--- src/rtl/request_dispatcher.sv ---
// request_dispatcher
//   Pops commands one at a time from a show-ahead request FIFO into a single
//   hold register. It presents each one to its target bank controller over a
//   per-bank valid/ready handshake. Each bank may have at most MAX_OUTSTANDING
//   unacknowledged commands. Every issued command carries a row-hit hint that
//   comes from a per-bank open-row table.
//
// Ports
//   i_clk, i_rst_n   clock, asynchronous active-low reset
//   i_fifo_data      FIFO head word {bank, row, col, op[1:0]}
//   i_fifo_empty     FIFO empty flag (head valid whenever low)
//   o_fifo_rd_en     combinational pop strobe
//   o_bank_valid     one-hot command valid, indexed by bank
//   o_bank_cmd       held command word, shared by all banks
//   o_row_hit        open-row hit hint for the held command
//   i_bank_ready     per-bank accept
//   i_bank_done      per-bank completion pulse, returns one credit
//   i_bank_closed    per-bank precharge pulse, invalidates the open row
//   o_busy           command held or any bank has outstanding work
//   o_err            sticky error (illegal op or credit underflow)
module request_dispatcher #(
  parameter int BANK_ADDR_BITS  = 3,
  parameter int ROW_ADDR_BITS   = 14,
  parameter int COL_ADDR_BITS   = 10,
  parameter int MAX_OUTSTANDING = 4,
  parameter int CMD_W           = BANK_ADDR_BITS + ROW_ADDR_BITS + COL_ADDR_BITS + 2,
  localparam int NUM_BANKS      = 1 << BANK_ADDR_BITS
) (
  input  logic                 i_clk,
  input  logic                 i_rst_n,
  input  logic [CMD_W-1:0]     i_fifo_data,
  input  logic                 i_fifo_empty,
  output logic                 o_fifo_rd_en,
  output logic [NUM_BANKS-1:0] o_bank_valid,
  output logic [CMD_W-1:0]     o_bank_cmd,
  output logic                 o_row_hit,
  input  logic [NUM_BANKS-1:0] i_bank_ready,
  input  logic [NUM_BANKS-1:0] i_bank_done,
  input  logic [NUM_BANKS-1:0] i_bank_closed,
  output logic                 o_busy,
  output logic                 o_err
);

  localparam int CNT_W = $clog2(MAX_OUTSTANDING + 1);
  localparam logic [CNT_W-1:0] MAX_CNT = CNT_W'(MAX_OUTSTANDING);

  typedef enum logic {S_EMPTY, S_HOLD} state_e;

  state_e                   state_q, state_d;
  logic [CMD_W-1:0]         hold_q, hold_d;
  logic [CNT_W-1:0]         cnt_q [NUM_BANKS];
  logic [CNT_W-1:0]         cnt_d [NUM_BANKS];
  logic [ROW_ADDR_BITS-1:0] row_q [NUM_BANKS];
  logic [ROW_ADDR_BITS-1:0] row_d [NUM_BANKS];
  logic [NUM_BANKS-1:0]     row_v_q, row_v_d;
  logic                     err_q, err_d;

  logic                      hold_v;
  logic [BANK_ADDR_BITS-1:0] hold_bank;
  logic [ROW_ADDR_BITS-1:0]  hold_row;
  logic [1:0]                hold_op;
  logic                      legal_op;
  logic                      has_credit;
  logic                      issue;
  logic [NUM_BANKS-1:0]      fire_vec;
  logic                      fire;
  logic                      drop;
  logic                      can_load;
  logic                      busy_any;

  assign hold_v    = (state_q == S_HOLD);
  assign hold_bank = hold_q[CMD_W-1 -: BANK_ADDR_BITS];
  assign hold_row  = hold_q[COL_ADDR_BITS+2 +: ROW_ADDR_BITS];
  assign hold_op   = hold_q[1:0];

  // Ops 2'b10/2'b11 are illegal. They are never presented and are dropped
  // after one cycle in the hold register.
  assign legal_op   = ~hold_op[1];
  assign has_credit = (cnt_q[hold_bank] < MAX_CNT);
  assign issue      = hold_v & legal_op & has_credit;
  assign drop       = hold_v & ~legal_op;

  assign o_bank_valid = issue ? (NUM_BANKS'(1) << hold_bank) : '0;
  assign fire_vec     = o_bank_valid & i_bank_ready;
  assign fire         = |fire_vec;

  // The hold register is free when it is empty, or when it is being emptied
  // this cycle by a fire or an illegal-op drop.
  assign can_load = ~i_fifo_empty & (~hold_v | fire | drop);

  // Gated by reset so that no pop is signalled while the block is held in
  // reset.
  assign o_fifo_rd_en = can_load & i_rst_n;

  assign o_bank_cmd = hold_q;
  assign o_row_hit  = hold_v & row_v_q[hold_bank] & (row_q[hold_bank] == hold_row);
  assign o_busy     = hold_v | busy_any;
  assign o_err      = err_q;

  // Next-state logic for the hold register, the credit counters, the
  // open-row table and the error flag.
  always_comb begin
    state_d  = state_q;
    hold_d   = hold_q;
    cnt_d    = cnt_q;
    row_d    = row_q;
    row_v_d  = row_v_q;
    err_d    = err_q;
    busy_any = 1'b0;

    if (fire || drop) begin
      state_d = S_EMPTY;
    end
    if (can_load) begin
      state_d = S_HOLD;
      hold_d  = i_fifo_data;
    end
    if (drop) begin
      err_d = 1'b1;
    end

    for (int k = 0; k < NUM_BANKS; k++) begin
      if (cnt_q[k] != '0) begin
        busy_any = 1'b1;
      end

      // A fire and a done on the same bank in one cycle cancel out.
      // A done with no outstanding command is ignored and flagged.
      if (fire_vec[k] && !i_bank_done[k]) begin
        cnt_d[k] = cnt_q[k] + CNT_W'(1);
      end else if (!fire_vec[k] && i_bank_done[k]) begin
        if (cnt_q[k] == '0) begin
          err_d = 1'b1;
        end else begin
          cnt_d[k] = cnt_q[k] - CNT_W'(1);
        end
      end

      // A fire opens the row and takes priority over a precharge in the
      // same cycle.
      if (fire_vec[k]) begin
        row_d[k]   = hold_row;
        row_v_d[k] = 1'b1;
      end else if (i_bank_closed[k]) begin
        row_v_d[k] = 1'b0;
      end
    end
  end

  always_ff @(posedge i_clk or negedge i_rst_n) begin
    if (!i_rst_n) begin
      state_q <= S_EMPTY;
      hold_q  <= '0;
      row_v_q <= '0;
      err_q   <= 1'b0;
      for (int k = 0; k < NUM_BANKS; k++) begin
        cnt_q[k] <= '0;
        row_q[k] <= '0;
      end
    end else begin
      state_q <= state_d;
      hold_q  <= hold_d;
      cnt_q   <= cnt_d;
      row_q   <= row_d;
      row_v_q <= row_v_d;
      err_q   <= err_d;
    end
  end

endmodule

--- config.mk ---
export PLATFORM = sky130hd
export DESIGN_NAME = request_dispatcher
export DESIGN_NICKNAME = d
export VERILOG_FILES = /design/src/rtl/request_dispatcher.sv
export SDC_FILE = /design/constraint.sdc
export NUM_CORES = 1
export LEC_CHECK = 0
export BUFFER_PORTS_ARGS = -buffer_cell sky130_fd_sc_hd__buf_2
export CORE_MARGIN = 2
export CORE_UTILIZATION = 26
export CTS_CLUSTER_DIAMETER = 200
export DETAILED_ROUTE_END_ITERATION = 8
export PLACE_DENSITY = 0.41
export RECOVER_POWER = 50
export SYNTH_ARGS = -nofsm -noshare
export SYNTH_HDL_FRONTEND = slang
export SYNTH_SLANG_ARGS = --single-unit
--- constraint.sdc ---
create_clock -name i_clk -period 3.7 [get_ports i_clk]
set_clock_uncertainty 0.2 [all_clocks]
set_input_delay 0.37 -clock i_clk [delete_from_list [all_inputs] [get_ports i_clk]]
set_output_delay 0.37 -clock i_clk [all_outputs]
set_load 0.005 [all_outputs]
======== Yosys cells after proc, flatten, opt, wreduce, memory -nomap -nowiden ========
Index checks and enable logic that the tools add are counted.
word-level totals
  register bits ........................... 175
  word-level logic and storage cells ...... 230
cells by class
  multiplexer cells ....................... 84
  order comparisons ....................... 3
  reduce and logical (&&, ||, !) cells .... 75
  shift operators ......................... 1
  add/sub/neg operators ................... 16
  bitwise logic cells ..................... 15
  equal/unequal tests ..................... 9
operators by type and width
  cell                                                        number
  2-to-1 mux 3 bit                                            26
  2-to-1 mux 1 bit                                            52
  binary-select mux 14 bit (select 3 bit)                     1
  nonzero test 2 bit                                          17
  2-to-1 mux 14 bit                                           2
  adder 3 x 1 -> 3 bit, second input constant                 8
  logical NOT 3 bit                                           8
  nonzero test 3 bit                                          8
  subtractor 3 x 1 -> 3 bit, second input constant            8
  logical AND 1 bit                                           16
  logical NOT 1 bit                                           16
  != test 2 bit, second input constant                        8
  AND reduction 2 bit                                         8
  equality test 14 bit                                        1
  binary-select mux 3 bit (select 3 bit)                      1
  bitwise AND 8 bit                                           1
  2-to-1 mux 8 bit                                            1
  OR reduction 8 bit                                          1
  left shift 1 x 3 -> 8 bit, first input constant             1
  bitwise AND 1 bit                                           7
  greater-or-equal comparator 4 bit, second input constant    1
  less-than comparator 3 x 4 -> 1 bit, second input constant  1
  inverter 3 -> 4 bit                                         1
  binary-select mux 1 bit (select 3 bit)                      1
  other kinds (4)                                             8

======== Longest topological paths before layout ========
Gate-level depths: netlist (run 1).
  depth in word-level cells ............... 33
  depth in mapped cells ................... 15

======== Worst setup path after synthesis (run 1) ========
No wires, ideal clock.
  kind .................................... flip-flop to flip-flop
  start ................................... register hold_q[26] (netlist: o_bank_cmd[26])
  end ..................................... register cnt_q[5] (netlist bit)
  buffers on the path ..................... 6
  slack ................................... 0.438 ns
  library setup time ...................... 0.129 ns
  stages on the path, launching flop included .. 16
  clock period less this slack ............ 3.262 ns
  arrival ................................. 2.933 ns
  cell sequence ........................... dfrtp_1 > buf_6 > buf_6 > buf_6 > buf_6 > nor4_2 > nand2_2 > buf_2 > inv_1 > ha_1 > clkbuf_1 > inv_1 > fa_1 > xor2_1 > o21ai_0 > o31ai_1
between the ends
  longest elaborated chain between the ends .. 12
ends and longest elaborated chain
  what                                                 RTL line  text
  start, declared                                      50        logic [CMD_W-1:0] hold_q, hold_d;
  start signal, assigned                               162       hold_q <= hold_d;
  inverter 3 -> 4 bit (implied by the code)            79        assign has_credit = (cnt_q[hold_bank] < MAX_CNT);
  binary-select mux 3 bit (select 3 bit)               79
  2-to-1 mux 3 bit (implied by the code) (2 in a row)  79
  less-than comparator 3 bit                           79
  bitwise AND 1 bit                                    80        assign issue = hold_v & legal_op & has_credit;
  2-to-1 mux 8 bit (*)                                 83        assign o_bank_valid = issue ? (NUM_BANKS'(1) << hold_bank) : '0;
  named net o_bank_valid[6]                            34        output logic [NUM_BANKS-1:0] o_bank_valid,
  bitwise AND 8 bit (*)                                84        assign fire_vec = o_bank_valid & i_bank_ready;
  named net fire_vec[6]                                65        logic [NUM_BANKS-1:0] fire_vec;
  logical NOT 1 bit                                    131       end else if (!fire_vec[k] && i_bank_done[k]) begin
  logical AND 1 bit                                    131
  nonzero test 2 bit (no line)                         --
  AND reduction 2 bit (no line)                        --
  end signal, assigned                                 163       cnt_q <= cnt_d;
  end, declared                                        51        logic [CNT_W-1:0] cnt_q [NUM_BANKS];
The timed path passes the listed nets; every way through them passes the cells marked *. The select of a mux whose other input is x is not followed.
A chain may end at the register's enable or synchronous reset.

======== Final worst setup path (run 1) ========
  start ................................... register hold_q[27] (netlist: o_bank_cmd[27])
  end ..................................... output o_row_hit
between the ends
  longest elaborated chain between the ends .. 6
ends and longest elaborated chain
  what                                                  RTL line  text
  inverter 3 -> 4 bit (implied by the code)             96        assign o_row_hit = hold_v & row_v_q[hold_bank] & (row_q[hold_bank] == hold_row);
  binary-select mux 14 bit (select 3 bit)               96
  2-to-1 mux 14 bit (implied by the code) (2 in a row)  96
  equality test 14 bit                                  96
  bitwise AND 1 bit (*)                                 96
  end, declared                                         36        output logic o_row_hit,
Every way passes the cells marked *; elsewhere a longest branch is shown, timed or not. The select of a mux whose other input is x is not followed.

==> impl_metrics.toml, run 1 <==
[status]
outcome = "finished, violations left"
violations = "capacitance limit, slew limit"

[synthesis]
synth_xor_area_share_pct = 1.99
synth_cell_type_count = 56
syn_area_um2 = 8810
synthesis.nets = 801
synth-edff-count = 0
synth-simple-area-share_pct = 7.54
yosys_warnings = 0
synth_top_family_by_area = "multiplexers"
postSynthAreaPerCell_um2 = 12.2
synth_compound_area_share_pct = 8.35
synth_fa_ha_area_share_pct = 4.09
yosysTopAreaCellShare_pct = 49.7
yosys.area.top_type = "dfrtp_1"
ys_seq_elements = 175
ys_async_sr_fraction_pct = 100
ys.flop_type = "dfrtp_1"
synthMuxAreaShare_pct = 23.7
synthCells = 721
synth-seq-area-share_pct = 49.7
synth_area_leaders = "dfrtp_1 50%, mux2_2 16%, mux2_1 3.6%, mux2i_1 2.7%, ha_1 2.3%"

[global_route]
grt_usage_pct = 14.5
grt_pass1_wl_mm = 38.7
first_global_vias = 6072
overflow = 0
antenna_found_initial = 0
grt_max_degree = 113

[hold_path]
hp-class = "in2reg"
whs_path_depth = 3

[power_and_ir_drop]
power.internal_mw = 5.88
clkPwrFrac_pct = 20.7
power.density_nw_per_um2 = 879
switching_share_pct = 38.3
power_frac_seq_pct = 38.4
p_sw_mw = 3.65
vdd_drop_max_mv = 0.384
power_leakage_nw = 4.85
comb_power_share_pct = 40.9

[worst_setup_path]
endpoint = "o_row_hit"
path_cells = "buf_4 > nor2_4 > a221oi_1 > xnor2_1 > o2111ai_1 > a2111oi_0 > and4_1 > buf_2"
crit_type = "reg2out"
endpoint_kind = "output pin"
cp.required_ns = 3.13
cp.depth = 8
cp-start-kind = "flop"
path_buf_inv = 2
slowest_stage = "dfrtp_1"
reg2reg_from = "o_bank_cmd[28]"
reg2regPathDepth = 11
crit_fanout = 15
cp.arrival_ns = 2.91
rrSetupSlack_ns = 0.56
critPathLaunch = "o_bank_cmd[27]"
critPathTopFamily = "compound AO/OA/AOI/OAI gates"
timing.rr.end = "cnt_q[14]"
max_stage_delay_ns = 0.54

[timing]
max_freq_mhz = 287
rsz0062_at_grt = "no"
hold_viol_final = 0
drv_slew = 66
fin_setup_tns_ns = 0
min_period_ns = 3.48
setup_violations = 0
fin_crit_sh_pct = 94.0
worst_pin_slew_ns = 1.81
maxSlewHeadroom_pct = -20.6

[layout]
drive_above_1_share_pct = 33.6
layout.nets = 931
synthToLayoutAreaGrowth_pct = 22.9
final_util_pct = 32.4
antenna_cells = 0

[clock_tree]
numCtsBuffers = 17
clk_latency_ns = 0.44
clk_pin_slew_ns = 0.07
ctsHtreeMaxLevel = 4
cts_tree = "done"
clock_sinks = 175
cts.path.max_buffers = 2
root_buffer = "clkbuf_16"

[drt]
first_pass_iters = 4
wl_per_cell_um = 19.0
viasPerCell = 4.63
remaining_drc_errors = 0
ant_nets = 0
via_count = 6073
drtIter0Drc = 266
wl_mm = 24.9

[die]
initial_core_util_pct = 26.3
fp.dieW_um = 188
dieArea_um2 = 35400
dieHeight_um = 188
core_area_um2 = 33400
rows = 67
io_pins = 97

[placement]
hpwl_mm = 16.7
port_buffers = 96
gp_congestion = 0.757

[flow_run]
drv_cap = 1
==> state kept, by name, summed over array words and instances, names as in the netlist <==
register and count:
row_q 112, cnt_q 24, row_v_q 8, o_err 1
hold_v 1, o_bank_cmd 29
==> metrics by stage <==
stage          power (mW)  hold slack [ns]  worst slack [ns]  cells  cell area (um^2)
2_1_floorplan        6.28           -0.126             0.438    721              8810
3_3_place_gp         7.57            0.228             0.467   1240              9800
3_5_place_dp         7.58            0.222             0.524   1240              9800
4_1_cts              9.64           0.0214           0.00841   1311             10800
5_1_grt              10.2           0.0344           0.00801   1312             10800
6_report             9.52           0.0339             0.220   1312             10800
==> cell type report <==
cell class	count	area [um^2]
fill	3374	22600
sequential	175	4380
multi-input combinational	461	4040
timing repair buffer	160	1070
tap	448	561
clock buffer	18	439
clock inverter	14	204
inverter	36	135
==> cells in the mapped netlist, types with 9 or more instances <==
cell type  count
nor2_1        29
dfrtp_1      175
mux2i_1       24
clkbuf_1      16
o22ai_1       14
xnor2_1       12
o21ai_0       20
inv_1         34
ha_1          16
mux2_1        28
nor3_1        37
nor4_1         9
a21oi_1       18
nand2_1       17
buf_2         13
mux2_2       128
==> cell families (layout without fill, tap and decap cells) <==
group / after synthesis / after routing
adder cells (fa/ha/maj): 24 / 24
AND/OR/NAND/NOR: 127 / 127
multiplexers: 184 / 184
XOR/XNOR: 20 / 20
buffers and inverters: 85 / 228
AO/OA/AOI/OAI: 106 / 106
flip-flops: 175 / 175
==> what timing repair did <==
item                       CTS  global route
hold buffers                39             0
setup buffers                0             1
setup endpoints to repair    0             2
resized for setup            0             8
hold endpoints to repair   101             0
==> power groups by stage <==
stage | sequential [mW] | clock (mW) | combinational, mW
floorplan | 3.25 | 0 | 3.03
global placement | 3.73 | 0 | 3.84
detailed placement | 3.72 | 0 | 3.86
CTS | 3.69 | 2.04 | 3.91
global route | 3.81 | 2.12 | 4.30
finish | 3.66 | 1.97 | 3.89
==> worst register-to-register path: stages (launching register included) <==
cell and delay (ns):
dfrtp_1 0.39, buf_4 0.22, nand2b_4 0.23, nor3_1 0.49
nand2_4 0.15, inv_1 0.09, ha_1 0.28, inv_1 0.09
fa_1 0.42, nor3_1 0.19, a21oi_1 0.06, o31ai_1 0.21
==> worst min path at each step <==
stage               slack (ns)             from    endpoint
detailed placement        0.22          i_rst_n    cnt_q[5]
global route              0.03  i_bank_ready[3]  row_v_q[3]
finish                    0.03  i_bank_ready[1]  row_v_q[1]
global placement          0.23          i_rst_n   cnt_q[22]
CTS                       0.02  i_bank_ready[3]  row_v_q[3]
floorplan                -0.13          i_rst_n    cnt_q[0]
==> layout by cell type, fill, tap and decap left out, types with 17 or more instances in the layout <==
cell           instances
mux2_2               128
nor3_1                37
o21ai_0               20
buf_2                 88
dfrtp_1              174
a21oi_1               18
clkbuf_16             17
mux2i_1               24
mux2_1                28
inv_1                 34
buf_4                 19
dlygate4sd3_1         39
nor2_1                29
==> layer usage <==
metal,up-vias,share of wire (%),global-route usage [%]
met4,0,0.84,3.36
met5,-,0,0
met1,3087,49,20.7
met2,112,46,22.7
li1,2861,-,-
met3,13,4.2,2.88
Power figures use the tool's default switching activity.
==> inputs of run 2 (changes only) <==
==> constraint.sdc (replaced) <==
create_clock -name i_clk -period 4.1 [get_ports i_clk]
set_clock_uncertainty 0.2 [all_clocks]
set_input_delay 0.41 -clock i_clk [delete_from_list [all_inputs] [get_ports i_clk]]
set_output_delay 0.41 -clock i_clk [all_outputs]
set_load 0.005 [all_outputs]
==> impl_metrics.toml, run 2 (synthesis results as in run 1) <==
[status]
outcome = "finished, violations left"
violations = "capacitance limit, slew limit"

[worst_setup_path]
crit_fanout = 12
reg2regPathDepth = 10
max_stage_delay_ns = 0.58
cp.arrival_ns = 3.17
slowest_stage = "dfrtp_1"
cp.required_ns = 3.49
cp-start-kind = "flop"
endpoint_kind = "output pin"
crit_type = "reg2out"
path_cells = "nand2_1 > a211oi_1 > a211oi_1 > xnor2_1 > nand2_1 > a2111oi_0 > and4_1 > buf_2"

[layout]
largest_reg_flops = 112
drive_above_1_share_pct = 32.2
fillers = 3438
layout_common_cells = "174 x dfrtp_1, 128 x mux2_2, 80 x buf_2, 37 x nor3_1, 37 x dlygate4sd3_1"
layout_commonest_cell = "dfrtp_1"
top_register = "row_q"
layout.nets = 925
synthToLayoutAreaGrowth_pct = 21.3
antenna_cells = 0
final_util_pct = 31.9

[die]
dieHeight_um = 188
dieArea_um2 = 35400
rows = 67
io_pins = 97
initial_core_util_pct = 26.3
fp.dieW_um = 188
core_area_um2 = 33400

[hold_path]
whs_path_depth = 2
hp-class = "in2reg"

[clock_tree]
clock_sinks = 175
cts.path.max_buffers = 2
ctsHtreeMaxLevel = 4
root_buffer = "clkbuf_16"
numCtsBuffers = 17
clk_pin_slew_ns = 0.08
ctsResizeCount = 0
cts_tree = "done"
clk_latency_ns = 0.44

[timing]
max_freq_mhz = 265
layout_setup_ws_ns = 0.322
drv_slew = 72
min_period_ns = 3.78
fin_setup_tns_ns = 0
hold_viol_final = 0
maxSlewHeadroom_pct = -26.3
worst_pin_slew_ns = 1.89
setup_violations = 0
fin_crit_sh_pct = 92.1
rsz0062_at_grt = "no"

[power_and_ir_drop]
power.density_nw_per_um2 = 784
vdd_drop_max_mv = 0.357
power_leakage_nw = 4.77

[global_route]
antenna_found_initial = 0
grt_max_degree = 106
grt_pass1_wl_mm = 39.2
overflow = 0
grt_usage_pct = 14.7
first_global_vias = 6296

[drt]
remaining_drc_errors = 0
drtIter0Drc = 279
ant_nets = 0
viasPerCell = 4.70
wl_per_cell_um = 19.3
wl_mm = 25.2
via_count = 6136
first_pass_iters = 5

[flow_run]
drv_cap = 1

[placement]
gp_congestion = 0.780
dpl_worst_slack_ns = 0.637
port_buffers = 96
hpwl_mm = 16.5
[run 2: changes by cell type in the layout (fill, tap and decap cells not counted), sizes merged]
cell	before	now
buf	111	101
clkbuf	28	33
inv	37	42
bufinv	3	0
dlygate4sd3	39	37
clkinv	8	7
[run 2: per-layer routing]
layer	GRT usage [%]	wire [um]	vias to the layer above
met4	3.82	293	0
met1	21.1	12500	3159
met2	22.7	11600	109
li1	-	-	2852
met5	0	0	-
met3	2.90	784	16
[run 2: timing repair]
action                                  CTS  global route
endpoints found under the setup margin    0             1
hold endpoints to repair                106             0
hold buffers                             37             0
buffers inserted                          0             1
[run 2: area by class of cell]
class | instances | area [um^2] | share of cell area [%]
Sequential cell | 175 | 4380 | 41.0
Multi-Input combinational cell | 461 | 4020 | 37.6
Timing Repair Buffer | 154 | 1010 | 9.46
Tap cell | 448 | 561 | 5.25
Clock buffer | 17 | 425 | 3.98
Clock inverter | 15 | 149 | 1.39
Inverter | 36 | 135 | 1.26
[run 2: final timing paths]
path                                startpoint              to  slack, ns
worst min-delay path            i_fifo_data[1]   o_bank_cmd[1]       0.02
max in group asynchronous              i_rst_n  o_bank_cmd[14]       1.43
min in group asynchronous              i_rst_n       cnt_q[22]       0.80
worst max register to register  o_bank_cmd[26]       cnt_q[11]       0.72
worst max-delay path            o_bank_cmd[27]       o_row_hit       0.32
worst min register to register   o_bank_cmd[3]   o_bank_cmd[3]       0.29
[run 2: power breakdown]
group          total [mW]  internal [mW]  switching, mW
registers            3.33           2.51          0.827
logic                3.41           1.75           1.66
clock network        1.63          0.810          0.825
total                8.38           5.07           3.31
[run 2: through the flow]
step,cell area [um^2],total power [mW],hold slack [ns],instances
6_report,10700,8.38,0.0206,1306
3_5_place_dp,9750,6.81,0.269,1236
4_1_cts,10700,8.52,0.00998,1305
3_3_place_gp,9750,6.77,0.265,1236
5_1_grt,10700,9.05,0.00825,1306
2_1_floorplan,8810,5.66,-0.0856,721
[run 2: worst max-delay path: cells and delay by family, from the launching register on]
family	cells	cell delay (ns)
compound gates	3	0.93
simple gates	3	0.88
flops	1	0.58
xor+xnor	1	0.19
buf+inv	1	0.14
